[src/rtl/control_sequencer.sv]
// Hardwired control unit for the 8-bit ALU datapath: two-byte fetch, then one or
// two execute steps chosen from the opcode, with a private Z flag for branches.
module control_sequencer (
  input  logic        Clock,
  input  logic        Reset,
  input  logic [15:0] IROut,
  input  logic [3:0]  ALUOutFlag,
  output logic [2:0]  RF_OutASel,
  output logic [2:0]  RF_OutBSel,
  output logic [1:0]  RF_FunSel,
  output logic [3:0]  RF_RSel,
  output logic [3:0]  RF_TSel,
  output logic [3:0]  ALU_FunSel,
  output logic [1:0]  ARF_OutCSel,
  output logic [1:0]  ARF_OutDSel,
  output logic [1:0]  ARF_FunSel,
  output logic [3:0]  ARF_RegSel,
  output logic        IR_LH,
  output logic        IR_Enable,
  output logic [1:0]  IR_Funsel,
  output logic        Mem_WR,
  output logic        Mem_CS,
  output logic [1:0]  MuxASel,
  output logic [1:0]  MuxBSel,
  output logic        MuxCSel,
  output logic [2:0]  SC,
  output logic        Halted,
  output logic        Zflag
);

  typedef enum logic [2:0] {T0 = 3'd0, T1 = 3'd1, T2 = 3'd2, T3 = 3'd3} sc_e;

  typedef enum logic [3:0] {
    OP_NOP = 4'h0, OP_LD  = 4'h1, OP_LDM = 4'h2, OP_ST  = 4'h3,
    OP_ADD = 4'h4, OP_SUB = 4'h5, OP_AND = 4'h6, OP_OR  = 4'h7,
    OP_INC = 4'h8, OP_DEC = 4'h9, OP_BRA = 4'hA, OP_BEQ = 4'hB,
    OP_BNE = 4'hC, OP_RSD = 4'hD, OP_RSE = 4'hE, OP_HLT = 4'hF
  } op_e;

  sc_e        sc_q, sc_d;
  logic       halted_q, halted_d;
  logic       zflag_q, zflag_d;
  op_e        op;
  logic [1:0] rd, rs;
  logic [3:0] rd_en;
  logic       is_alu, two_step, take_branch;
  logic       unused_ok;

  assign op          = op_e'(IROut[15:12]);
  assign rd          = IROut[11:10];
  assign rs          = IROut[9:8];
  assign rd_en       = 4'b1000 >> rd;
  assign is_alu      = (op == OP_ADD) || (op == OP_SUB) || (op == OP_AND) || (op == OP_OR);
  assign two_step    = (op == OP_LDM) || (op == OP_ST);
  assign take_branch = (op == OP_BRA) || ((op == OP_BEQ) && zflag_q) ||
                       ((op == OP_BNE) && !zflag_q);
  // Low flag bits and the immediate go straight to the datapath, not through here.
  assign unused_ok   = &{1'b0, ALUOutFlag[2:0], IROut[7:0]};

  always_comb begin
    sc_d     = sc_q;
    halted_d = halted_q;
    zflag_d  = zflag_q;
    if (!halted_q) begin
      case (sc_q)
        T0: sc_d = T1;
        T1: sc_d = T2;
        T2: begin
          if (is_alu) zflag_d = ALUOutFlag[3];
          if (two_step)            sc_d = T3;
          else if (op == OP_HLT)   halted_d = 1'b1;
          else                     sc_d = T0;
        end
        default: sc_d = T0;
      endcase
    end
  end

  always_ff @(posedge Clock or negedge Reset) begin
    if (!Reset) begin
      sc_q     <= T0;
      halted_q <= 1'b0;
      zflag_q  <= 1'b0;
    end else begin
      sc_q     <= sc_d;
      halted_q <= halted_d;
      zflag_q  <= zflag_d;
    end
  end

  // Reset gates the decode so outputs are idle while Reset is held, not T0.
  always_comb begin
    RF_OutASel  = '0;
    RF_OutBSel  = '0;
    RF_FunSel   = '0;
    RF_RSel     = '0;
    RF_TSel     = '0;
    ALU_FunSel  = '0;
    ARF_OutCSel = '0;
    ARF_OutDSel = '0;
    ARF_FunSel  = '0;
    ARF_RegSel  = '0;
    IR_LH       = 1'b0;
    IR_Enable   = 1'b0;
    IR_Funsel   = '0;
    Mem_WR      = 1'b0;
    Mem_CS      = 1'b1;
    MuxASel     = '0;
    MuxBSel     = '0;
    MuxCSel     = 1'b0;
    if (Reset && !halted_q) begin
      case (sc_q)
        T0, T1: begin
          Mem_CS     = 1'b0;
          IR_Enable  = 1'b1;
          IR_Funsel  = 2'b01;
          IR_LH      = (sc_q == T0);
          ARF_RegSel = 4'b1000;
          ARF_FunSel = 2'b11;
        end
        T2: begin
          case (op)
            OP_LD: begin
              MuxASel   = 2'b10;
              RF_FunSel = 2'b01;
              RF_RSel   = rd_en;
            end
            OP_LDM, OP_ST: begin
              MuxBSel    = 2'b10;
              ARF_RegSel = 4'b0100;
              ARF_FunSel = 2'b01;
            end
            OP_ADD, OP_SUB, OP_AND, OP_OR: begin
              RF_OutASel = {1'b0, rd};
              RF_OutBSel = {1'b0, rs};
              case (op)
                OP_ADD:  ALU_FunSel = 4'b0100;
                OP_SUB:  ALU_FunSel = 4'b0101;
                OP_AND:  ALU_FunSel = 4'b0111;
                default: ALU_FunSel = 4'b1000;
              endcase
              RF_FunSel = 2'b01;
              RF_RSel   = rd_en;
            end
            OP_INC, OP_DEC: begin
              RF_FunSel = (op == OP_INC) ? 2'b11 : 2'b10;
              RF_RSel   = rd_en;
            end
            OP_BRA, OP_BEQ, OP_BNE: begin
              if (take_branch) begin
                MuxBSel    = 2'b10;
                ARF_RegSel = 4'b1000;
                ARF_FunSel = 2'b01;
              end
            end
            default: ;
          endcase
        end
        T3: begin
          if (op == OP_LDM) begin
            ARF_OutDSel = 2'b01;
            Mem_CS      = 1'b0;
            MuxASel     = 2'b01;
            RF_FunSel   = 2'b01;
            RF_RSel     = rd_en;
          end else if (op == OP_ST) begin
            ARF_OutDSel = 2'b01;
            RF_OutASel  = {1'b0, rd};
            Mem_CS      = 1'b0;
            Mem_WR      = 1'b1;
          end
        end
        default: ;
      endcase
    end
  end

  assign SC     = sc_q;
  assign Halted = halted_q;
  assign Zflag  = zflag_q;

endmodule

[config.mk]
export PLATFORM = sky130hd
export DESIGN_NAME = control_sequencer
export DESIGN_NICKNAME = d
export VERILOG_FILES = /design/src/rtl/control_sequencer.sv
export SDC_FILE = /design/constraint.sdc
export NUM_CORES = 1
export LEC_CHECK = 0
export CAP_MARGIN = 20
export CELL_PAD_IN_SITES_DETAIL_PLACEMENT = 1
export CELL_PAD_IN_SITES_GLOBAL_PLACEMENT = 2
export CORE_ASPECT_RATIO = 1.2
export CORE_UTILIZATION = 15
export CTS_BUF_LIST = sky130_fd_sc_hd__clkbuf_16
export DETAILED_ROUTE_END_ITERATION = 6
export HOLD_SLACK_MARGIN = 0.03
export PLACE_DENSITY = 0.84
export SETUP_SLACK_MARGIN = 0.3
export SKIP_LAST_GASP = 1
export SLEW_MARGIN = 40
export SYNTH_ARGS = -nofsm -noshare
export SYNTH_HDL_FRONTEND = slang
export SYNTH_SLANG_ARGS = --single-unit
[constraint.sdc]
create_clock -name Clock -period 1.68 [get_ports Clock]
set_input_delay 0.336 -clock Clock [delete_from_list [all_inputs] [get_ports Clock]]
set_output_delay 0.336 -clock Clock [all_outputs]
set_load 0.005 [all_outputs]
# Word-level counts from Yosys, hierarchy flattened
# Index checks and enable logic that the tools add are counted.
[totals] word_cells=104 out_inout_bits=46 ff_bits=5 input_bits=22
[classes] shifts=1 bitwise_logic=1 n_eq_ne=17 mux=61 reduce_logical=21
[ops] operator="$mux W4" count=8
[ops] operator="$mux W2" count=14
[ops] operator="$eq A4 B4 Y1 const B" count=6
[ops] operator="$mux W1" count=24
[ops] operator="$pmux W2 S2" count=6
[ops] operator="$pmux W4 S2" count=3
[ops] operator="$eq A4 B3 Y1 const B" count=4
[ops] operator="$pmux W4 S3" count=1
[ops] operator="$pmux W3 S3" count=1
[ops] operator="$eq A4 B2 Y1 const B" count=2
[ops] operator="$reduce_or A7 Y1" count=1
[ops] operator="$eq A3 B2 Y1 const B" count=2
[ops] operator="$logic_or A1 B1 Y1" count=6
[ops] operator="$mux W3" count=2
[ops] operator="$reduce_or A2 Y1" count=3
[ops] operator="$reduce_or A5 Y1" count=1
[ops] operator="$eq A4 B1 Y1 const B" count=1
[ops] operator="$pmux W1 S2" count=2
[ops] operator="$reduce_or A4 Y1" count=1
[ops] operator="$shr A4 B2 Y4 const A" count=1
[ops] operator="$eq A3 B1 Y1 const B" count=1
[ops] operator="$logic_and A1 B1 Y1" count=3
[ops] operator="$logic_not A3 Y1" count=1
[ops] operator="$ne A3 B3 Y1 const B" count=1
[ops] operator="5 further kinds" count=6

# Depth between registers and ports, before layout
[depth] ltp_word=8 ltp_mapped=5 ltp_nobuf=4

# Worst setup path before layout
# Ideal clock, no wire load.
[synth_timing] path_kind="reg-to-output" from="register sc_q[0] (netlist: SC[0])" to="output port RF_RSel[1]" required_time_ps=1344 slack_ps=174 path_stages_with_launch=6 arrival_time_ps=1170 cell_sequence="dfrtp_1 -> buf_6 -> o21bai_1 -> o32ai_2 -> a21oi_2 -> nor3b_1"
[synth_between] elab_chain_len=3 elab_cells_between_ends=4 cone_classes="2 x eq/ne; 2 x mux"
[synth_lines] element="start, declared" line_no="40" text="sc_e sc_q, sc_d;"
[synth_lines] element="start signal, assigned" line_no="81" text="sc_q <= T0;"
[synth_lines] element="start signal, assigned" line_no="85" text="sc_q <= sc_d;"
[synth_lines] element="$eq A3 B2 Y1" line_no="112" text="case (sc_q)"
[synth_lines] element="$pmux W4 S2 (*)" line_no="112"
[synth_lines] element="$mux W4 (*)" line_no="111" text="if (Reset && !halted_q) begin"
[synth_lines] element="end, declared" line_no="11" text="output logic [3:0] RF_RSel,"
# Every way passes the cells marked *; elsewhere a longest branch is shown, timed or not.

# Final worst setup path
[layout_timing] from="register halted_q (netlist: Halted)" to="output port RF_RSel[1]"
[layout_between] elab_chain_len=3
[layout_lines] element="start, declared" line_no="41" text="logic halted_q, halted_d;"
[layout_lines] element="start signal, assigned" line_no="86" text="halted_q <= halted_d;"
[layout_lines] element="$logic_not A1 Y1" line_no="111"
[layout_lines] element="$logic_and A1 B1 Y1" line_no="111"
[layout_lines] element="$mux W4" line_no="111"
# Every way passes these cells.

==> results.json <==
{
  "status": "complete, but fails checks",
  "violations": "setup timing",
  "synth_cell_type_count": 43,
  "die_y_um": 79.95,
  "drtAntennaViolNets": 0,
  "layout_common_cells": "buf_4 (36), buf_6 (36), buf_2 (21), conb_1 (15), nor2_2 (6)",
  "r2r_slack_ns": 0.01,
  "rows": 28,
  "pre_cts_ws_ns": -0.8385,
  "root_buffer": "clkbuf_16",
  "antenna_found_initial": 0,
  "rsz0062_at_grt": "true",
  "synth_cells": 98,
  "finalPower_mw": 2.350,
  "die_area_mm2": 0.005353,
  "dpl-instance-area_mm2": 0.001376,
  "arrival_ns": 1.67,
  "clk_latency_ns": 0.23,
  "final.setup.worst_slack_ns": -0.3227,
  "cts.sinks": 4,
  "switching_share": 0.3453,
  "io_buffers": 41,
  "max-vdd-ir-drop_uv": 662.2,
  "crit_top_cell": "buf_4",
  "synth_warnings": 0,
  "holdBufCountCts": 0,
  "max_freq_ghz": 0.4993,
  "crit_cells": 7,
  "synth-seq-area-share": 0.1318,
  "synth_top_flop_cell": "dfrtp_1",
  "routed_via_density": 4.144,
  "totalWireLength_um": 3650,
  "ios": 68,
  "clk_pin_slew_ns": 0.03,
  "drt_iter0_drc": 11,
  "path_buf_inv": 3,
  "worst-endpoint-required_ns": 1.34,
  "cts_buffer_depth": 2,
  "fin_nets": 226,
  "p_sw_uw": 811.5,
  "multi_input_area_um2": 803.3,
  "leakage_nw": 0.9628,
  "finalClockSkew_ns": 0.002189,
  "drv_slew": 0,
  "regToRegStartpoint": "SC[0]$_DFFE_PN0P_",
  "area_growth_pct": 164.4,
  "dp.final_hpwl_um": 2163,
  "coreArea_mm2": 0.004905,
  "crit_chain": "nand4bb_4, nor2_4, buf_4, a21oi_4, buf_4, nor3b_2, buf_2",
  "critical_path.endpoint": "RF_RSel[1]",
  "p_int_mw": 1.539,
  "grt_pass1_wl_um": 5416,
  "crit_path_end_kind": "output pin",
  "drc": 0,
  "slowest_stage": "dfrtp_2",
  "num-fill-cells": 587,
  "hold_viol": 0,
  "grt_use_total": 0.1339,
  "power.share.clock": 0.164,
  "overflow": 0,
  "reg2reg_depth": 7,
  "drive_gt1_frac": 0.7734,
  "final-seq-area_um2": 103.9,
  "min_path_type": "in2async",
  "cts_tree": "built",
  "fin_crit_sh": 1.192,
  "worst_path_dominant_cell_family": "simple AND/OR/NAND/NOR gates",
  "setup_violations": 27,
  "crit_path_start_kind": "flip-flop",
  "synth_edf_count": 0,
  "syn_area_per_cell_um2": 7.750,
  "synthArstFlopShare": 1.000,
  "htreeDepth": 1,
  "synth-seq-cells": 4,
  "critical_path.max_fanout": 5,
  "cts_buffers": 3,
  "powerDensity_mw_per_mm2": 1170,
  "startpoint": "Halted$_DFF_PN0_",
  "antenna_cells": 0,
  "grt_pass1_vias": 1133,
  "fin_area_mm2": 0.002008,
  "path_class": "reg2out",
  "dr.pass1.iters": 3,
  "post-route-min-period_ns": 2.003,
  "max_stage_delay_ns": 0.42,
  "wire_per_inst_um": 13.88,
  "pwr-share-comb": 0.743,
  "grt_max_degree": 10,
  "syn-cell-area_um2": 759.5,
  "place.gp.congestion": 0.7924,
  "die_x_um": 66.96,
  "vias": 1090,
  "start_util": 0.1548,
  "cap_violations": 0,
  "r2r-end": "Zflag$_DFFE_PN0P_",
  "seqPwrFrac": 0.093
}
-- Yosys cell counts, types with 2 or more instances --
cell type / count / area share
buf_4: 19 / 0.19
nand2_1: 4 / 0.020
nor3_1: 5 / 0.033
a21oi_1: 3 / 0.020
nor2b_1: 2 / 0.016
buf_6: 2 / 0.030
and3_1: 2 / 0.016
nand2b_1: 4 / 0.033
nor3b_1: 5 / 0.049
nor2_1: 12 / 0.059
and2_1: 4 / 0.033
dfrtp_1: 4 / 0.13
inv_1: 2 / 0.0099
-- registers in the layout, indices dropped and copies added (netlist names) --
signal,flops
SC,2
Halted,1
Zflag,1
-- through the flow --
step / utilization / TNS, ns / hold slack [ns] / instances
global route: 0.4094 / -6.423 / 0.2482 / 263
detailed placement: 0.2806 / -19.49 / 0.6451 / 221
floorplan: - / 0 / 0.04041 / 112
CTS: 0.3781 / -4.387 / 0.2226 / 252
finish: 0.4094 / -4.769 / 0.2342 / 263
global placement: 0.2806 / -19.11 / 0.6298 / 221
-- repair_timing --
item | 4_1_cts | 5_1_grt
pin swaps | 24 | 18
setup endpoints to repair | 34 | 34
setup buffers | 26 | 11
gates resized for setup | 186 | 38
gates cloned | 1 | 0
-- power groups by stage --
stage | logic (mW) | clock network, mW | registers, mW
2_1_floorplan | 0.432 | 0 | 0.213
3_3_place_gp | 0.881 | 0 | 0.210
3_5_place_dp | 0.893 | 0 | 0.214
4_1_cts | 1.45 | 0.386 | 0.221
5_1_grt | 1.86 | 0.395 | 0.227
6_report | 1.75 | 0.385 | 0.219
-- routing by layer --
| layer | part of all wire | up-vias | GRT usage |
|---|---|---|---|
| li1 | - | 526 | - |
| met1 | 0.37 | 511 | 0.1398 |
| met2 | 0.56 | 46 | 0.2596 |
| met3 | 0.050 | 7 | 0.02000 |
| met4 | 0.018 | 0 | 0.04894 |
| met5 | 0 | - | 0 |
-- area by class of cell --
| class | count | area share |
|---|---|---|
| clock buffer | 3 | 0.03738 |
| clock inverter | 1 | 0.001869 |
| multi-input combinational | 84 | 0.4000 |
| inverter | 2 | 0.003738 |
| sequential | 4 | 0.05171 |
| tap | 60 | 0.03738 |
| timing repair buffer | 109 | 0.4679 |
-- cells by family after synthesis --
group | synth area share
AND/OR/NAND/NOR | 0.4053
buffers and inverters | 0.2455
AO/OA/AOI/OAI | 0.1862
flip-flops | 0.1318
XOR/XNOR | 0.01153
multiplexers | 0.01483
other | 0.004938
-- how the worst min path moves through the flow --
| stage | to | slack, ns | cells past startpoint |
|---|---|---|---|
| after global routing | SC[1]$_DFFE_PN0P_ | 0.25 | 2 |
| after detailed placement | Zflag$_DFFE_PN0P_ | 0.65 | 2 |
| after CTS | SC[1]$_DFFE_PN0P_ | 0.22 | 2 |
| final | SC[1]$_DFFE_PN0P_ | 0.23 | 2 |
| after floorplan | Halted$_DFF_PN0_ | 0.04 | 0 |
| after global placement | Zflag$_DFFE_PN0P_ | 0.63 | 2 |
(Power assumes the default switching activity.)
